`src/rtl/lfu_age_sched.sv`:
```
// LFU usage counters with periodic aging sweep and registered victim select.
// Every AGE_PERIOD timer ticks, each counter is halved, one entry per cycle.
// Optional statistics outputs are enabled by defining LFU_AGE_STATS_EN.
module lfu_age_sched #(
  parameter int NUM_ENTRIES = 4,
  parameter int CNT_W       = 8,
  parameter int AGE_PERIOD  = 4
) (
  input  logic                           clock,
  input  logic                           rst,
  input  logic                           tick,
  input  logic                           hit_valid,
  input  logic [$clog2(NUM_ENTRIES)-1:0] hit_idx,
  input  logic                           fill_valid,
  input  logic [$clog2(NUM_ENTRIES)-1:0] fill_idx,
  input  logic [$clog2(NUM_ENTRIES)-1:0] rd_idx,
  output logic [CNT_W-1:0]               rd_cnt,
  output logic [$clog2(NUM_ENTRIES)-1:0] victim_idx,
  output logic [CNT_W-1:0]               victim_cnt,
  output logic                           sweep_busy,
  output logic                           sweep_done
`ifdef LFU_AGE_STATS_EN
  ,
  output logic [15:0]                    sweep_count,
  output logic [15:0]                    merged_req
`endif
);

  localparam int IDX_W = $clog2(NUM_ENTRIES);
  localparam int TCK_W = (AGE_PERIOD > 1) ? $clog2(AGE_PERIOD) : 1;
  localparam logic [CNT_W-1:0] CNT_MAX  = '1;
  localparam logic [IDX_W-1:0] PTR_LAST = IDX_W'(NUM_ENTRIES - 1);
  localparam logic [TCK_W-1:0] TCK_LAST = TCK_W'(AGE_PERIOD - 1);

  typedef enum logic {IDLE, SWEEP} state_t;

  state_t           r_state, w_state_nxt;
  logic [IDX_W-1:0] r_ptr, w_ptr_nxt;
  logic             r_pending, w_pending_nxt;
  logic [TCK_W-1:0] r_tick_cnt;
  logic [CNT_W-1:0] r_cnt [NUM_ENTRIES];
  logic [CNT_W-1:0] w_cnt_nxt [NUM_ENTRIES];
  logic [IDX_W-1:0] r_vic_idx, w_min_idx;
  logic [CNT_W-1:0] r_vic_cnt, w_min_cnt;
  logic             w_age_req;
  logic             w_last;

  assign w_age_req = tick && (r_tick_cnt == TCK_LAST);
  assign w_last    = (r_state == SWEEP) && (r_ptr == PTR_LAST);

  // Tick counter: counts in every state, wraps at the aging period.
  always_ff @(posedge clock or posedge rst) begin
    if (rst) begin
      r_tick_cnt <= '0;
    end else if (tick) begin
      r_tick_cnt <= (r_tick_cnt == TCK_LAST) ? '0 : r_tick_cnt + TCK_W'(1);
    end
  end

  // Sweep FSM state, pointer and one-deep pending request.
  always_ff @(posedge clock or posedge rst) begin
    if (rst) begin
      r_state   <= IDLE;
      r_ptr     <= '0;
      r_pending <= 1'b0;
    end else begin
      r_state   <= w_state_nxt;
      r_ptr     <= w_ptr_nxt;
      r_pending <= w_pending_nxt;
    end
  end

  // Next-state logic. A request arriving on the final sweep cycle restarts
  // the sweep directly; if one was already pending it takes the pending slot.
  always_comb begin
    w_state_nxt   = r_state;
    w_ptr_nxt     = r_ptr;
    w_pending_nxt = r_pending;
    case (r_state)
      IDLE: begin
        w_pending_nxt = 1'b0;
        if (w_age_req) begin
          w_state_nxt = SWEEP;
          w_ptr_nxt   = '0;
        end
      end
      SWEEP: begin
        if (r_ptr == PTR_LAST) begin
          w_ptr_nxt = '0;
          if (r_pending || w_age_req) begin
            w_pending_nxt = r_pending && w_age_req;
          end else begin
            w_state_nxt   = IDLE;
            w_pending_nxt = 1'b0;
          end
        end else begin
          w_ptr_nxt = r_ptr + IDX_W'(1);
          if (w_age_req) w_pending_nxt = 1'b1;
        end
      end
      default: begin
        w_state_nxt   = IDLE;
        w_ptr_nxt     = '0;
        w_pending_nxt = 1'b0;
      end
    endcase
  end

  // Per-entry counter update: fill > hit-while-aged > hit > aging.
  always_comb begin
    for (int unsigned i = 0; i < NUM_ENTRIES; i++) begin
      w_cnt_nxt[i] = r_cnt[i];
      if (fill_valid && (fill_idx == IDX_W'(i))) begin
        w_cnt_nxt[i] = CNT_W'(1);
      end else if (hit_valid && (hit_idx == IDX_W'(i)) &&
                   (r_state == SWEEP) && (r_ptr == IDX_W'(i))) begin
        w_cnt_nxt[i] = (r_cnt[i] >> 1) + CNT_W'(1);
      end else if (hit_valid && (hit_idx == IDX_W'(i))) begin
        w_cnt_nxt[i] = (r_cnt[i] == CNT_MAX) ? r_cnt[i] : r_cnt[i] + CNT_W'(1);
      end else if ((r_state == SWEEP) && (r_ptr == IDX_W'(i))) begin
        w_cnt_nxt[i] = r_cnt[i] >> 1;
      end
    end
  end

  // Counter storage.
  always_ff @(posedge clock or posedge rst) begin
    if (rst) begin
      for (int unsigned i = 0; i < NUM_ENTRIES; i++) r_cnt[i] <= '0;
    end else begin
      for (int unsigned i = 0; i < NUM_ENTRIES; i++) r_cnt[i] <= w_cnt_nxt[i];
    end
  end

  // Minimum search; strict less-than keeps the lowest index on ties.
  always_comb begin
    w_min_idx = '0;
    w_min_cnt = r_cnt[0];
    for (int unsigned i = 1; i < NUM_ENTRIES; i++) begin
      if (r_cnt[i] < w_min_cnt) begin
        w_min_idx = IDX_W'(i);
        w_min_cnt = r_cnt[i];
      end
    end
  end

  // Registered victim outputs.
  always_ff @(posedge clock or posedge rst) begin
    if (rst) begin
      r_vic_idx <= '0;
      r_vic_cnt <= '0;
    end else begin
      r_vic_idx <= w_min_idx;
      r_vic_cnt <= w_min_cnt;
    end
  end

`ifdef LFU_AGE_STATS_EN
  logic [15:0] r_sweep_count;
  logic [15:0] r_merged_req;

  // Completed sweeps (wrapping) and merged age requests (saturating).
  always_ff @(posedge clock or posedge rst) begin
    if (rst) begin
      r_sweep_count <= '0;
      r_merged_req  <= '0;
    end else begin
      if (w_last) r_sweep_count <= r_sweep_count + 16'd1;
      if ((r_state == SWEEP) && !w_last && w_age_req && r_pending &&
          (r_merged_req != '1))
        r_merged_req <= r_merged_req + 16'd1;
    end
  end

  assign sweep_count = r_sweep_count;
  assign merged_req  = r_merged_req;
`endif

  assign rd_cnt     = r_cnt[rd_idx];
  assign victim_idx = r_vic_idx;
  assign victim_cnt = r_vic_cnt;
  assign sweep_busy = (r_state == SWEEP);
  assign sweep_done = w_last;

endmodule

```
`config.mk`:
```
export PLATFORM = sky130hd
export DESIGN_NAME = lfu_age_sched
export DESIGN_NICKNAME = d
export VERILOG_FILES = /design/src/rtl/lfu_age_sched.sv
export SDC_FILE = /design/constraint.sdc
export NUM_CORES = 1
export LEC_CHECK = 0
export CORE_MARGIN = 2
export CORE_UTILIZATION = 45
export DETAILED_ROUTE_END_ITERATION = 8
export PLACE_DENSITY = 0.7
export SYNTH_ARGS = -nofsm -noshare
export SYNTH_HDL_FRONTEND = slang
export SYNTH_SLANG_ARGS = --single-unit
```
`constraint.sdc`:
```
create_clock -name clock -period 13.5 [get_ports clock]
set_clock_uncertainty 0.2 [all_clocks]
set_input_delay 4.05 -clock clock [delete_from_list [all_inputs] [get_ports clock]]
set_output_delay 4.05 -clock clock [all_outputs]
set_load 0.01 [all_outputs]
```
==> flow_summary.html, run 1 <==
<table>
<tr><th>Metric</th><th>Value</th></tr>
<tr><th colspan="2">Placement</th></tr>
<tr><td>Port-buffer cells</td><td>30</td></tr>
<tr><td>Dpl hpwl</td><td>9.03 mm</td></tr>
<tr><td>Instance area after placement</td><td>4790 µm²</td></tr>
<tr><td>Worst setup slack after placement</td><td>3.26 ns</td></tr>
<tr><td>Total placed cells including tap cells</td><td>680</td></tr>
<tr><td>Routability congestion estimate from global placement</td><td>0.876</td></tr>
<tr><th colspan="2">Worst setup path</th></tr>
<tr><td>Cell count of the worst reg-to-reg path</td><td>18</td></tr>
<tr><td>Critical Path RT</td><td>9.25 ns</td></tr>
<tr><td>Worst path arrival time</td><td>5.99 ns</td></tr>
<tr><td>Endpoint type of the worst setup path</td><td>output port</td></tr>
<tr><td>CP max-delay cell</td><td>sky130_fd_sc_hd__clkdlybuf4s50_1</td></tr>
<tr><td>Kind of start point of the critical path</td><td>input port</td></tr>
<tr><td>Cells along the critical path</td><td>clkdlybuf4s50_1 &gt; mux4_1 &gt; clkdlybuf4s50_1</td></tr>
<tr><td>RR Startpoint</td><td>r_cnt[30]</td></tr>
<tr><td>FF-to-FF End</td><td>victim_idx[0]</td></tr>
<tr><td>Crit path max fanout</td><td>8</td></tr>
<tr><td>Delay contributed by the slowest stage of the critical path</td><td>0.77 ns</td></tr>
<tr><td>Bufs and invs on worst path</td><td>2</td></tr>
<tr><td>Most Frequent Cell on Critical Path</td><td>sky130_fd_sc_hd__clkdlybuf4s50_1</td></tr>
<tr><td>Critical path class</td><td>in -&gt; out</td></tr>
<tr><td>Crit-path leading delay family</td><td>buffers and inverters</td></tr>
<tr><td>Reg-to-reg slack, setup</td><td>6.44 ns</td></tr>
<tr><th colspan="2">Route</th></tr>
<tr><td>Number of vias per cell</td><td>6.50</td></tr>
<tr><td>First DRT Iteration DRCs</td><td>362</td></tr>
<tr><td>DRC</td><td>0</td></tr>
<tr><td>Total number of vias</td><td>4474</td></tr>
<tr><td>Final antenna-violating net count</td><td>0</td></tr>
<tr><td>Detailed Routing Iterations Pass 1</td><td>5</td></tr>
<tr><td>Detailed-route wire length per cell</td><td>18.2 µm</td></tr>
<tr><td>Total Wirelength</td><td>12.5 mm</td></tr>
<tr><th colspan="2">Synth</th></tr>
<tr><td>Number of library cell types mapped by synthesis</td><td>62</td></tr>
<tr><td>Number of warning messages in the yosys log</td><td>0</td></tr>
<tr><td>Number of nets in the synthesized netlist</td><td>604</td></tr>
<tr><td>Post-synthesis instance area</td><td>4490 µm²</td></tr>
<tr><td>Share of synthesized flip-flops with an asynchronous set or reset</td><td>100%</td></tr>
<tr><td>Gate count of the mapped netlist</td><td>559</td></tr>
<tr><td>Ys flop type</td><td>sky130_fd_sc_hd__dfrtp_1</td></tr>
<tr><td>Synthesized area per cell</td><td>8.04 µm²</td></tr>
<tr><td>Portion of the post-synthesis area used by sequential elements</td><td>26.7%</td></tr>
<tr><td>EDFF count, synth</td><td>0</td></tr>
<tr><td>Flip-flop and latch count after synthesis</td><td>48</td></tr>
<tr><th colspan="2">Timing</th></tr>
<tr><td>Final worst path period share</td><td>75.9%</td></tr>
<tr><td>Transition time of the tightest slew-check pin</td><td>1.11 ns</td></tr>
<tr><td>Number of max-slew violations in the final report</td><td>0</td></tr>
<tr><td>Max Fclk</td><td>97.7 MHz</td></tr>
<tr><td>Setup tns final</td><td>0 ns</td></tr>
<tr><td>Number of setup violations in the final report</td><td>0</td></tr>
<tr><td>Number of failing hold endpoints at the final stage</td><td>0</td></tr>
<tr><td>Final hold slack</td><td>0.289 ns</td></tr>
<tr><td>Post-route minimum period</td><td>10.24 ns</td></tr>
<tr><td>Setup repair after global routing missed its margin</td><td>no</td></tr>
<tr><td>Worst Slack Setup Final</td><td>3.26 ns</td></tr>
<tr><td>Max_slew headroom</td><td>26.1%</td></tr>
<tr><th colspan="2">Layout</th></tr>
<tr><td>Number of standard cells in the layout, taps in and fillers out</td><td>688</td></tr>
<tr><td>Commonest cells after routing, fill and taps aside</td><td>sky130_fd_sc_hd__nand2_1 (56), sky130_fd_sc_hd__dfrtp_1 (48), sky130_fd_sc_hd__a21oi_1 (47)</td></tr>
<tr><td>Area grow syn2layout</td><td>8.66%</td></tr>
<tr><td>Ant diodes</td><td>0</td></tr>
<tr><td>Final net count</td><td>599</td></tr>
<tr><td>Fraction of layout cells with a size suffix above 1</td><td>7.57%</td></tr>
<tr><td>Final standard cell utilization of the core</td><td>50.2%</td></tr>
<tr><td>Most frequent standard cell in the layout excluding fill and tap cells</td><td>sky130_fd_sc_hd__nand2_1</td></tr>
<tr><td>Final standard cell area without fillers</td><td>4880 µm²</td></tr>
<tr><th colspan="2">Floorplan</th></tr>
<tr><td>Effective utilization at floorplan</td><td>46.2%</td></tr>
<tr><td>Floorplan die height</td><td>104 µm</td></tr>
<tr><td>Chip width</td><td>104 µm</td></tr>
<tr><td>Core area</td><td>9730 µm²</td></tr>
<tr><td>Number of core rows</td><td>36</td></tr>
<tr><td>Die area</td><td>10800 µm²</td></tr>
<tr><td>Count of pins on the block boundary</td><td>31</td></tr>
<tr><th colspan="2">Hold path</th></tr>
<tr><td>Critical hold path startpoint</td><td>r_tick_cnt[0]</td></tr>
<tr><td>Capture endpoint of the worst hold path</td><td>r_tick_cnt[0]</td></tr>
<tr><td>Hold depth</td><td>1</td></tr>
<tr><td>Tightest Hold Check Type</td><td>reg -&gt; reg</td></tr>
<tr><th colspan="2">Clocking</th></tr>
<tr><td># hold bufs at CTS</td><td>0</td></tr>
<tr><td>Post-CTS setup buffers</td><td>0</td></tr>
<tr><td>Clk pin slew, worst setup/hold paths</td><td>0.09 ns</td></tr>
<tr><td>Clock insertion delay at the later pin of the skew report</td><td>0.31 ns</td></tr>
<tr><td>Number of H-tree branching levels</td><td>2</td></tr>
<tr><td>Sinks on the clock net</td><td>48</td></tr>
<tr><td>Number of buffers inserted during clock tree synthesis</td><td>5</td></tr>
<tr><td>Post-CTS sizing</td><td>0</td></tr>
<tr><td>Cell at the root of the clock tree</td><td>sky130_fd_sc_hd__clkbuf_8</td></tr>
<tr><td>TritonCTS clock tree</td><td>built</td></tr>
<tr><td>Bufs on Longest Clock Path</td><td>2</td></tr>
<tr><th colspan="2">Run</th></tr>
<tr><td>Total of max-cap violations</td><td>0</td></tr>
<tr><th colspan="2">Pwr</th></tr>
<tr><td>Power per Cell Area</td><td>298 nW/µm²</td></tr>
<tr><td>Tot Pwr</td><td>1.45 mW</td></tr>
<tr><td>Leakage power total</td><td>2.01 nW</td></tr>
<tr><td>Maximum vdd ir drop</td><td>0.137 mV</td></tr>
<tr><th colspan="2">GRT</th></tr>
<tr><td>Antenna violations before repair</td><td>0</td></tr>
<tr><td>Total grt overflow</td><td>0</td></tr>
<tr><td>Wire length of the first global-routing pass</td><td>20.5 mm</td></tr>
<tr><td>Via count of the first global-routing pass</td><td>4223</td></tr>
<tr><td>Pin count of the biggest net entering global routing</td><td>49</td></tr>
<tr><td>All-Layer GR Usage</td><td>23.1%</td></tr>
<tr><th colspan="2">Outcome</th></tr>
<tr><td>Outcome</td><td>finished clean</td></tr>
</table>
==> worst max path at each step <==
stage              start         to  slack (ns)  cells after the start
2_1_floorplan  rd_idx[1]  rd_cnt[1]        4.24                      2
3_3_place_gp   rd_idx[1]  rd_cnt[4]        3.27                      3
3_5_place_dp   rd_idx[1]  rd_cnt[4]        3.26                      3
4_1_cts        rd_idx[1]  rd_cnt[4]        3.26                      3
5_1_grt        rd_idx[1]  rd_cnt[4]        3.20                      3
6_report       rd_idx[0]  rd_cnt[0]        3.26                      3
==> cell usage after synthesis, types with 3 or more instances <==
| library cell | number | share of area (%) |
|---|---|---|
| sky130_fd_sc_hd__xor2_1 | 7 | 1.4 |
| sky130_fd_sc_hd__clkbuf_1 | 39 | 3.3 |
| sky130_fd_sc_hd__o21a_1 | 3 | 0.50 |
| sky130_fd_sc_hd__buf_6 | 3 | 0.75 |
| sky130_fd_sc_hd__nand4_1 | 9 | 1.3 |
| sky130_fd_sc_hd__a221oi_1 | 3 | 0.59 |
| sky130_fd_sc_hd__o31ai_2 | 7 | 1.9 |
| sky130_fd_sc_hd__o221ai_1 | 7 | 1.4 |
| sky130_fd_sc_hd__nand2_1 | 56 | 4.7 |
| sky130_fd_sc_hd__o211ai_1 | 14 | 2.3 |
| sky130_fd_sc_hd__dfrtp_1 | 48 | 27 |
| sky130_fd_sc_hd__o22ai_1 | 6 | 0.84 |
| sky130_fd_sc_hd__o21ai_0 | 45 | 5.0 |
| sky130_fd_sc_hd__mux4_2 | 7 | 3.5 |
| sky130_fd_sc_hd__a21oi_1 | 47 | 5.2 |
| sky130_fd_sc_hd__or2_1 | 3 | 0.42 |
| sky130_fd_sc_hd__nor4_1 | 5 | 0.70 |
| sky130_fd_sc_hd__or2_2 | 9 | 1.3 |
| sky130_fd_sc_hd__inv_1 | 20 | 1.7 |
| sky130_fd_sc_hd__o22a_1 | 3 | 0.59 |
| sky130_fd_sc_hd__nand3b_1 | 3 | 0.50 |
| sky130_fd_sc_hd__xnor2_1 | 4 | 0.78 |
| sky130_fd_sc_hd__mux2i_1 | 8 | 1.8 |
| sky130_fd_sc_hd__a31oi_1 | 10 | 1.4 |
| sky130_fd_sc_hd__a211oi_1 | 10 | 1.7 |
| sky130_fd_sc_hd__a21o_1 | 10 | 1.7 |
| sky130_fd_sc_hd__a22oi_1 | 4 | 0.67 |
| sky130_fd_sc_hd__nor2_1 | 37 | 3.1 |
| sky130_fd_sc_hd__nand3_1 | 32 | 3.6 |
| sky130_fd_sc_hd__ha_1 | 34 | 9.5 |
| sky130_fd_sc_hd__nor3_1 | 9 | 1.0 |
| sky130_fd_sc_hd__o31ai_1 | 5 | 0.84 |
| sky130_fd_sc_hd__and3_1 | 15 | 2.1 |
==> layer usage <==
metal  wire [µm]  vias up  global-route usage (%)  share of wire (%)
li1            -     2078                       -                  -
met1        5180     2126                    30.5                 41
met4         274        0                    6.95                2.2
met3        1070       30                    2.82                8.6
met2        6000      240                    39.6                 48
met5           0        -                       0                  0
==> sequential cells by signal, indices dropped and copies added (netlist names) <==
name	count
r_ptr	2
sweep_busy	1
r_tick_cnt	2
victim_cnt	8
r_cnt	32
victim_idx	2
r_pending	1
==> cells by family after synthesis <==
family | count (synthesis) | share of synthesized area (%)
XOR/XNOR | 11 | 2.14
multiplexers | 19 | 6.80
flip-flops | 48 | 26.7
buffers and inverters | 65 | 6.07
adder cells (fa/ha/maj) | 34 | 9.47
AND/OR/NAND/NOR | 196 | 21.6
AO/OA/AOI/OAI | 186 | 27.2
==> power by group <==
group	leakage, nW	switching (mW)	total, mW	internal [mW]
clock	0.0455	0.0502	0.0921	0.0419
sequential	0.602	0.140	0.347	0.207
combinational	1.37	0.560	1.01	0.454
total	2.01	0.750	1.45	0.703
==> layout make-up <==
| cell class | count | area (µm²) |
|---|---|---|
| clock buffers | 8 | 90.1 |
| fillers | 933 | 4850 |
| inverters | 20 | 75.1 |
| multi-input cells | 446 | 3030 |
| flip-flops and latches | 48 | 1200 |
| well taps | 133 | 166 |
| repair buffers | 33 | 323 |
(Power assumes the default switching activity.)
==> run 2: changes to the inputs <==
--- a/config.mk
+++ b/config.mk
@@ -8,7 +8,7 @@
 export CORE_MARGIN = 2
 export CORE_UTILIZATION = 45
 export DETAILED_ROUTE_END_ITERATION = 8
-export PLACE_DENSITY = 0.7
+export PLACE_DENSITY = 0.72
 export SYNTH_ARGS = -nofsm -noshare
 export SYNTH_HDL_FRONTEND = slang
 export SYNTH_SLANG_ARGS = --single-unit
==> constraint.sdc (replaced) <==
create_clock -name clock -period 9.1 [get_ports clock]
set_clock_uncertainty 0.2 [all_clocks]
set_input_delay 2.73 -clock clock [delete_from_list [all_inputs] [get_ports clock]]
set_output_delay 2.73 -clock clock [all_outputs]
set_load 0.01 [all_outputs]
==> flow_summary.html, run 2 (synthesis results as in run 1) <==
<table>
<tr><th>Metric</th><th>Value</th></tr>
<tr><th colspan="2">Timing</th></tr>
<tr><td>Max Fclk</td><td>133 MHz</td></tr>
<tr><td>Setup tns final</td><td>0 ns (unchanged)</td></tr>
<tr><td>Final worst path period share</td><td>82.8%</td></tr>
<tr><td>Number of max-slew violations in the final report</td><td>0 (unchanged)</td></tr>
<tr><td>Worst Slack Setup Final</td><td>1.57 ns (-1.69 ns)</td></tr>
<tr><td>Number of setup violations in the final report</td><td>0 (unchanged)</td></tr>
<tr><td>Max_slew headroom</td><td>25.0% (-1.1 points)</td></tr>
<tr><td>Number of failing hold endpoints at the final stage</td><td>0 (unchanged)</td></tr>
<tr><td>Setup repair after global routing missed its margin</td><td>no</td></tr>
<tr><td>Transition time of the tightest slew-check pin</td><td>1.12 ns (+0.0166 ns)</td></tr>
<tr><td>Post-route minimum period</td><td>7.53 ns</td></tr>
<tr><th colspan="2">GRT</th></tr>
<tr><td>Total grt overflow</td><td>0 (unchanged)</td></tr>
<tr><td>Pin count of the biggest net entering global routing</td><td>49 (unchanged)</td></tr>
<tr><td>Antenna violations before repair</td><td>0 (unchanged)</td></tr>
<tr><td>All-Layer GR Usage</td><td>22.7% (-0.37 points)</td></tr>
<tr><td>Wire length of the first global-routing pass</td><td>20.2 mm (-1.5%)</td></tr>
<tr><td>Via count of the first global-routing pass</td><td>4064 (-3.8%)</td></tr>
<tr><th colspan="2">Pwr</th></tr>
<tr><td>Relative contribution of combinational cells to total power</td><td>69.7% (about the same)</td></tr>
<tr><td>Sequential Power Share</td><td>23.9% (about the same)</td></tr>
<tr><td>Maximum vdd ir drop</td><td>0.201 mV (+47%)</td></tr>
<tr><td>Power per Cell Area</td><td>440 nW/µm² (+48%)</td></tr>
<tr><td>Leakage power total</td><td>2.03 nW (+0.53%)</td></tr>
<tr><td>Tot Pwr</td><td>2.15 mW (+48%)</td></tr>
<tr><td>Part of the power in the clock network</td><td>6.4% (about the same)</td></tr>
<tr><td>Net switching fraction of the power</td><td>51.5% (-0.11 points)</td></tr>
<tr><td>Int Power</td><td>1.04 mW (+48%)</td></tr>
<tr><td>Total net switching power</td><td>1.11 mW (+48%)</td></tr>
<tr><th colspan="2">Route</th></tr>
<tr><td>Total Wirelength</td><td>12.3 mm (-1.7%)</td></tr>
<tr><td>Detailed-route wire length per cell</td><td>17.9 µm (-1.8%)</td></tr>
<tr><td>DRC</td><td>0 (unchanged)</td></tr>
<tr><td>Total number of vias</td><td>4372 (-2.3%)</td></tr>
<tr><td>First DRT Iteration DRCs</td><td>397 (+9.7%)</td></tr>
<tr><td>Number of vias per cell</td><td>6.35 (-2.4%)</td></tr>
<tr><td>Detailed Routing Iterations Pass 1</td><td>5 (unchanged)</td></tr>
<tr><td>Final antenna-violating net count</td><td>0 (unchanged)</td></tr>
<tr><th colspan="2">Clocking</th></tr>
<tr><td># hold bufs at CTS</td><td>0 (unchanged)</td></tr>
<tr><td>Post-CTS setup buffers</td><td>0 (unchanged)</td></tr>
<tr><td>Number of buffers inserted during clock tree synthesis</td><td>5 (unchanged)</td></tr>
<tr><td>Post-CTS sizing</td><td>0 (unchanged)</td></tr>
<tr><td>Clock insertion delay at the later pin of the skew report</td><td>0.31 ns (about the same)</td></tr>
<tr><td>Sinks on the clock net</td><td>48 (unchanged)</td></tr>
<tr><td>Clk pin slew, worst setup/hold paths</td><td>0.09 ns (about the same)</td></tr>
<tr><td>Number of H-tree branching levels</td><td>2 (unchanged)</td></tr>
<tr><td>TritonCTS clock tree</td><td>built</td></tr>
<tr><td>Bufs on Longest Clock Path</td><td>2 (unchanged)</td></tr>
<tr><td>Cell at the root of the clock tree</td><td>sky130_fd_sc_hd__clkbuf_8</td></tr>
<tr><th colspan="2">Layout</th></tr>
<tr><td>Fraction of layout cells with a size suffix above 1</td><td>8.09% (+0.53 points)</td></tr>
<tr><td>Flip-flop count of the largest register after layout</td><td>32 (unchanged)</td></tr>
<tr><td>FF/Latch Area</td><td>1200 µm² (unchanged)</td></tr>
<tr><td>Fill cell total of the finished layout</td><td>929 (-0.43%)</td></tr>
<tr><td>Ant diodes</td><td>0 (unchanged)</td></tr>
<tr><td>Commonest cells after routing, fill and taps aside</td><td>sky130_fd_sc_hd__nand2_1 (56), sky130_fd_sc_hd__dfrtp_1 (48), sky130_fd_sc_hd__a21oi_1 (47)</td></tr>
<tr><td>Largest register by flop count</td><td>r_cnt</td></tr>
<tr><td>Most frequent standard cell in the layout excluding fill and tap cells</td><td>sky130_fd_sc_hd__nand2_1</td></tr>
<tr><td>Area grow syn2layout</td><td>8.89%</td></tr>
<tr><td>Total area of multi-input combinational cells</td><td>3030 µm² (unchanged)</td></tr>
<tr><td>Final net count</td><td>600 (+0.17%)</td></tr>
<tr><th colspan="2">Placement</th></tr>
<tr><td>Dpl hpwl</td><td>8.86 mm (-1.8%)</td></tr>
<tr><td>Port-buffer cells</td><td>30 (unchanged)</td></tr>
<tr><td>Routability congestion estimate from global placement</td><td>0.924 (+5.5%)</td></tr>
<tr><td>Worst setup slack after placement</td><td>1.55 ns (-1.71 ns)</td></tr>
<tr><th colspan="2">Worst setup path</th></tr>
<tr><td>Most Frequent Cell on Critical Path</td><td>sky130_fd_sc_hd__clkdlybuf4s50_1</td></tr>
<tr><td>Cells along the critical path</td><td>clkdlybuf4s50_1 &gt; mux4_2 &gt; clkdlybuf4s50_1</td></tr>
<tr><td>Worst path arrival time</td><td>4.60 ns (-1.39 ns)</td></tr>
<tr><td>Critical path class</td><td>in -&gt; out</td></tr>
<tr><td>CP max-delay cell</td><td>sky130_fd_sc_hd__clkdlybuf4s50_1</td></tr>
<tr><td>Crit path max fanout</td><td>8 (unchanged)</td></tr>
<tr><td>Delay contributed by the slowest stage of the critical path</td><td>0.80 ns (+0.03 ns)</td></tr>
<tr><td>Endpoint type of the worst setup path</td><td>output port</td></tr>
<tr><td>Critical Path RT</td><td>6.17 ns (-3.08 ns)</td></tr>
<tr><td>Kind of start point of the critical path</td><td>input port</td></tr>
<tr><th colspan="2">Outcome</th></tr>
<tr><td>Outcome</td><td>finished clean</td></tr>
<tr><th colspan="2">Floorplan</th></tr>
<tr><td>Floorplan die height</td><td>104 µm (unchanged)</td></tr>
<tr><td>Chip width</td><td>104 µm (unchanged)</td></tr>
<tr><td>Core area</td><td>9730 µm² (unchanged)</td></tr>
<tr><td>Number of core rows</td><td>36 (unchanged)</td></tr>
<tr><td>Effective utilization at floorplan</td><td>46.2% (unchanged)</td></tr>
<tr><td>Die area</td><td>10800 µm² (unchanged)</td></tr>
<tr><td>Count of pins on the block boundary</td><td>31 (unchanged)</td></tr>
<tr><th colspan="2">Run</th></tr>
<tr><td>Total of max-cap violations</td><td>0 (unchanged)</td></tr>
<tr><th colspan="2">Hold path</th></tr>
<tr><td>Tightest Hold Check Type</td><td>reg -&gt; reg</td></tr>
</table>
[run 2: path summary, 6_finish.rpt]
| path | startpoint | endpoint | slack, ns | cells after the start |
|---|---|---|---|---|
| setup / recovery | rd_idx[1] | rd_cnt[4] | 1.57 | 3 |
| hold / removal | r_tick_cnt[0] | r_tick_cnt[0] | 0.30 | 1 |
| setup reg to reg | r_cnt[29] | victim_idx[0] | 2.28 | 18 |
| hold reg to reg | r_tick_cnt[0] | r_tick_cnt[0] | 0.30 | 1 |
| max in group asynchronous | rst | r_tick_cnt[0] | 5.27 | 2 |
| min in group asynchronous | rst | r_cnt[31] | 2.78 | 2 |
[run 2: layout make-up]
type / instances / share of cell area [%]
multi-input cells: 446 / 61.9
flip-flops and latches: 48 / 24.6
repair buffers: 34 / 6.75
well taps: 133 / 3.40
clock buffers: 6 / 1.69
inverters: 20 / 1.53
clock inverters: 2 / 0.205
[run 2: metal layers]
metal | up-vias | part of all wire, % | track usage (%)
met5 | - | 0 | 0
met4 | 0 | 3.0 | 8.59
met3 | 40 | 6.1 | 3.70
met2 | 184 | 47 | 36.5
met1 | 2062 | 43 | 30.8
li1 | 2086 | - | -
[run 2: power groups by stage]
stage / Sequential, mW / Clock [mW] / Combinational, mW
floorplan: 0.393 / 0 / 1.28
CTS: 0.509 / 0.145 / 1.49
global route: 0.529 / 0.154 / 1.67
detailed placement: 0.514 / 0 / 1.48
global placement: 0.509 / 0 / 1.43
finish: 0.515 / 0.137 / 1.50
[run 2: through the flow]
step	cells	hold slack, ns	area, µm²	utilization, %
2_1_floorplan	559	0.257	4490	-
3_3_place_gp	681	0.267	4800	49.3
3_5_place_dp	681	0.305	4800	49.3
4_1_cts	689	0.318	4890	50.3
5_1_grt	689	0.335	4890	50.3
6_report	689	0.302	4890	50.3
[run 2: worst max-delay path: cells and delay by family]
kind | cells | cell delay [ns]
mux | 1 | 0.58
buf+inv | 2 | 1.29
==> run 3: changes to the inputs <==
--- a/config.mk
+++ b/config.mk
@@ -8,7 +8,7 @@
 export CORE_MARGIN = 2
 export CORE_UTILIZATION = 45
 export DETAILED_ROUTE_END_ITERATION = 8
-export PLACE_DENSITY = 0.72
+export PLACE_DENSITY = 0.7
 export SYNTH_ARGS = -nofsm -noshare
 export SYNTH_HDL_FRONTEND = slang
 export SYNTH_SLANG_ARGS = --single-unit
==> constraint.sdc (replaced) <==
create_clock -name clock -period 7.1 [get_ports clock]
set_clock_uncertainty 0.2 [all_clocks]
set_input_delay 2.13 -clock clock [delete_from_list [all_inputs] [get_ports clock]]
set_output_delay 2.13 -clock clock [all_outputs]
set_load 0.01 [all_outputs]
==> flow_summary.html, run 3 (synthesis results as in run 1) <==
<table>
<tr><th>Metric</th><th>Value</th></tr>
<tr><th colspan="2">Hold path</th></tr>
<tr><td>Capture endpoint of the worst hold path</td><td>r_tick_cnt[0]</td></tr>
<tr><td>Tightest Hold Check Type</td><td>reg -&gt; reg</td></tr>
<tr><td>Critical hold path startpoint</td><td>r_tick_cnt[0]</td></tr>
<tr><td>Hold depth</td><td>1 (unchanged)</td></tr>
<tr><th colspan="2">GRT</th></tr>
<tr><td>Antenna violations before repair</td><td>0 (unchanged)</td></tr>
<tr><td>Via count of the first global-routing pass</td><td>4151 (+2.1%)</td></tr>
<tr><td>All-Layer GR Usage</td><td>23.1% (+0.38 points)</td></tr>
<tr><td>Pin count of the biggest net entering global routing</td><td>49 (unchanged)</td></tr>
<tr><td>Total grt overflow</td><td>0 (unchanged)</td></tr>
<tr><td>Wire length of the first global-routing pass</td><td>20.6 mm (+2.0%)</td></tr>
<tr><th colspan="2">Layout</th></tr>
<tr><td>Most frequent standard cell in the layout excluding fill and tap cells</td><td>sky130_fd_sc_hd__nand2_1</td></tr>
<tr><td>Commonest cells after routing, fill and taps aside</td><td>sky130_fd_sc_hd__nand2_1 (56), sky130_fd_sc_hd__dfrtp_1 (48), sky130_fd_sc_hd__a21oi_1 (47)</td></tr>
<tr><td>Final standard cell utilization of the core</td><td>50.7% (+0.46 points)</td></tr>
<tr><td>Flip-flop count of the largest register after layout</td><td>32 (unchanged)</td></tr>
<tr><td>Fraction of layout cells with a size suffix above 1</td><td>8.57% (+0.48 points)</td></tr>
<tr><td>Final net count</td><td>604 (+0.67%)</td></tr>
<tr><td>Number of standard cells in the layout, taps in and fillers out</td><td>693 (+0.58%)</td></tr>
<tr><td>Ant diodes</td><td>0 (unchanged)</td></tr>
<tr><td>Area grow syn2layout</td><td>9.89%</td></tr>
<tr><td>Largest register by flop count</td><td>r_cnt</td></tr>
<tr><th colspan="2">Timing</th></tr>
<tr><td>Final worst path period share</td><td>91.2%</td></tr>
<tr><td>Transition time of the tightest slew-check pin</td><td>1.15 ns (+0.0259 ns)</td></tr>
<tr><td>Setup tns final</td><td>0 ns (unchanged)</td></tr>
<tr><td>Max Fclk</td><td>154 MHz</td></tr>
<tr><td>Number of setup violations in the final report</td><td>0 (unchanged)</td></tr>
<tr><td>Number of max-slew violations in the final report</td><td>0 (unchanged)</td></tr>
<tr><td>Setup repair after global routing missed its margin</td><td>no</td></tr>
<tr><td>Number of failing hold endpoints at the final stage</td><td>0 (unchanged)</td></tr>
<tr><td>Post-route minimum period</td><td>6.47 ns</td></tr>
<tr><td>Max_slew headroom</td><td>23.3% (-1.7 points)</td></tr>
<tr><td>Worst Slack Setup Final</td><td>0.626 ns (-0.940 ns)</td></tr>
<tr><th colspan="2">Route</th></tr>
<tr><td>Total number of vias</td><td>4510 (+3.2%)</td></tr>
<tr><td>First DRT Iteration DRCs</td><td>324 (-18%)</td></tr>
<tr><td>DRC</td><td>0 (unchanged)</td></tr>
<tr><td>Total Wirelength</td><td>12.5 mm (+1.2%)</td></tr>
<tr><td>Number of vias per cell</td><td>6.51 (+2.6%)</td></tr>
<tr><td>Detailed-route wire length per cell</td><td>18.0 µm (+0.59%)</td></tr>
<tr><td>Final antenna-violating net count</td><td>0 (unchanged)</td></tr>
<tr><td>Detailed Routing Iterations Pass 1</td><td>5 (unchanged)</td></tr>
<tr><th colspan="2">Worst setup path</th></tr>
<tr><td>Cell count of the worst reg-to-reg path</td><td>18 (unchanged)</td></tr>
<tr><td>FF-to-FF End</td><td>victim_idx[0]</td></tr>
<tr><td>Cells along the critical path</td><td>inv_1 &gt; ha_1 &gt; nand4_1 &gt; o311ai_2 &gt; mux2i_1 &gt; ha_1 &gt; a211oi_1 &gt; a221oi_1 &gt; or3_1 &gt; and3_1 &gt; or2_1 &gt; ha_1 &gt; a21o_1 &gt; a21o_1 &gt; a21o_1 &gt; a211oi_1 &gt; o21a_1 &gt; o21bai_1</td></tr>
<tr><td>Reg-to-reg slack, setup</td><td>0.63 ns (-1.65 ns)</td></tr>
<tr><td>Crit-path leading delay family</td><td>compound AO/OA/AOI/OAI gates</td></tr>
<tr><td>CP max-delay cell</td><td>sky130_fd_sc_hd__o311ai_2</td></tr>
<tr><td>Crit path max fanout</td><td>17 (+9)</td></tr>
<tr><td>Critical path class</td><td>reg -&gt; reg</td></tr>
<tr><td>RR Startpoint</td><td>r_cnt[30]</td></tr>
<tr><td>Endpoint type of the worst setup path</td><td>flop</td></tr>
<tr><td>Kind of start point of the critical path</td><td>flop</td></tr>
<tr><td>Worst path arrival time</td><td>6.50 ns (+1.90 ns)</td></tr>
<tr><td>Delay contributed by the slowest stage of the critical path</td><td>0.98 ns (+0.18 ns)</td></tr>
<tr><td>Critical Path RT</td><td>7.13 ns (+0.96 ns)</td></tr>
<tr><td>Bufs and invs on worst path</td><td>1 (-1)</td></tr>
<tr><th colspan="2">Clocking</th></tr>
<tr><td>Sinks on the clock net</td><td>48 (unchanged)</td></tr>
<tr><td># hold bufs at CTS</td><td>0 (unchanged)</td></tr>
<tr><td>Bufs on Longest Clock Path</td><td>2 (unchanged)</td></tr>
<tr><td>Post-CTS setup buffers</td><td>0 (unchanged)</td></tr>
<tr><td>Cell at the root of the clock tree</td><td>sky130_fd_sc_hd__clkbuf_8</td></tr>
<tr><td>TritonCTS clock tree</td><td>built</td></tr>
<tr><td>Clock insertion delay at the later pin of the skew report</td><td>0.32 ns (about the same)</td></tr>
<tr><td>Number of H-tree branching levels</td><td>2 (unchanged)</td></tr>
<tr><td>Clk pin slew, worst setup/hold paths</td><td>0.09 ns (about the same)</td></tr>
<tr><td>Number of buffers inserted during clock tree synthesis</td><td>5 (unchanged)</td></tr>
<tr><td>Post-CTS sizing</td><td>0 (unchanged)</td></tr>
<tr><th colspan="2">Placement</th></tr>
<tr><td>Worst setup slack after placement</td><td>0.695 ns (-0.852 ns)</td></tr>
<tr><td>Port-buffer cells</td><td>30 (unchanged)</td></tr>
<tr><td>Dpl hpwl</td><td>9.06 mm (+2.2%)</td></tr>
<tr><td>Routability congestion estimate from global placement</td><td>0.898 (-2.8%)</td></tr>
<tr><td>Total placed cells including tap cells</td><td>685 (+0.59%)</td></tr>
<tr><th colspan="2">Pwr</th></tr>
<tr><td>Relative contribution of combinational cells to total power</td><td>70.3% (+0.6 points)</td></tr>
<tr><td>Leakage power total</td><td>2.05 nW (+1.2%)</td></tr>
<tr><td>Sequential Power Share</td><td>22.4% (-1.5 points)</td></tr>
<tr><td>Total net switching power</td><td>1.43 mW (+29%)</td></tr>
<tr><td>Power per Cell Area</td><td>573 nW/µm² (+30%)</td></tr>
<tr><td>Part of the power in the clock network</td><td>7.3% (+0.9 points)</td></tr>
<tr><td>Net switching fraction of the power</td><td>50.7% (-0.84 points)</td></tr>
<tr><td>Tot Pwr</td><td>2.83 mW (+32%)</td></tr>
<tr><td>Int Power</td><td>1.40 mW (+34%)</td></tr>
<tr><td>Maximum vdd ir drop</td><td>0.225 mV (+12%)</td></tr>
<tr><th colspan="2">Run</th></tr>
<tr><td>Total of max-cap violations</td><td>0 (unchanged)</td></tr>
<tr><th colspan="2">Floorplan</th></tr>
<tr><td>Effective utilization at floorplan</td><td>46.2% (unchanged)</td></tr>
<tr><td>Number of core rows</td><td>36 (unchanged)</td></tr>
<tr><td>Count of pins on the block boundary</td><td>31 (unchanged)</td></tr>
<tr><td>Die area</td><td>10800 µm² (unchanged)</td></tr>
<tr><td>Core area</td><td>9730 µm² (unchanged)</td></tr>
<tr><td>Chip width</td><td>104 µm (unchanged)</td></tr>
<tr><td>Floorplan die height</td><td>104 µm (unchanged)</td></tr>
<tr><th colspan="2">Outcome</th></tr>
<tr><td>Outcome</td><td>finished clean</td></tr>
</table>
-- run 3: cell count changes in the layout (fill, tap and decap cells not counted), sizes merged --
cell    delta
clkinv     -1
buf        +4
bufinv     +1
-- run 3: how the worst max path moves through the flow --
| stage | start | end | slack, ns | depth (start not counted) |
|---|---|---|---|---|
| finish | r_cnt[30] | victim_idx[0] | 0.63 | 18 |
| CTS | rd_idx[1] | rd_cnt[4] | 0.70 | 3 |
| global placement | rd_idx[1] | rd_cnt[4] | 0.71 | 3 |
| floorplan | r_cnt[29] | victim_cnt[1] | 1.60 | 23 |
| global route | r_cnt[30] | victim_idx[0] | 0.19 | 18 |
| detailed placement | rd_idx[1] | rd_cnt[4] | 0.69 | 3 |
-- run 3: routing by layer --
| layer | vias up | track usage (%) | part of all wire, % |
|---|---|---|---|
| li1 | 2084 | - | - |
| met1 | 2166 | 31.5 | 43 |
| met2 | 228 | 37.7 | 47 |
| met3 | 32 | 2.82 | 7.5 |
| met4 | 0 | 8.30 | 2.6 |
| met5 | - | 0 | 0 |
-- run 3: cell type report --
class / instances / area [µm²]
clock buffers: 6 / 72.6
clock inverters: 2 / 35.0
fillers: 942 / 4790
inverters: 20 / 75.1
multi-input cells: 446 / 3030
flip-flops and latches: 48 / 1200
well taps: 133 / 166
repair buffers: 38 / 360
-- run 3: per-stage QoR --
stage / hold slack (ns) / instance area, µm²
2_1_floorplan: 0.257 / 4490
3_3_place_gp: 0.268 / 4830
3_5_place_dp: 0.295 / 4830
4_1_cts: 0.309 / 4940
5_1_grt: 0.330 / 4940
6_report: 0.294 / 4940
-- run 3: power by group through the flow --
stage / Clock [mW] / Combinational (mW) / Sequential (mW)
6_report: 0.208 / 1.99 / 0.634
5_1_grt: 0.220 / 2.22 / 0.657
4_1_cts: 0.209 / 1.97 / 0.628
3_5_place_dp: 0 / 1.96 / 0.633
3_3_place_gp: 0 / 1.88 / 0.629
2_1_floorplan: 0 / 1.65 / 0.504
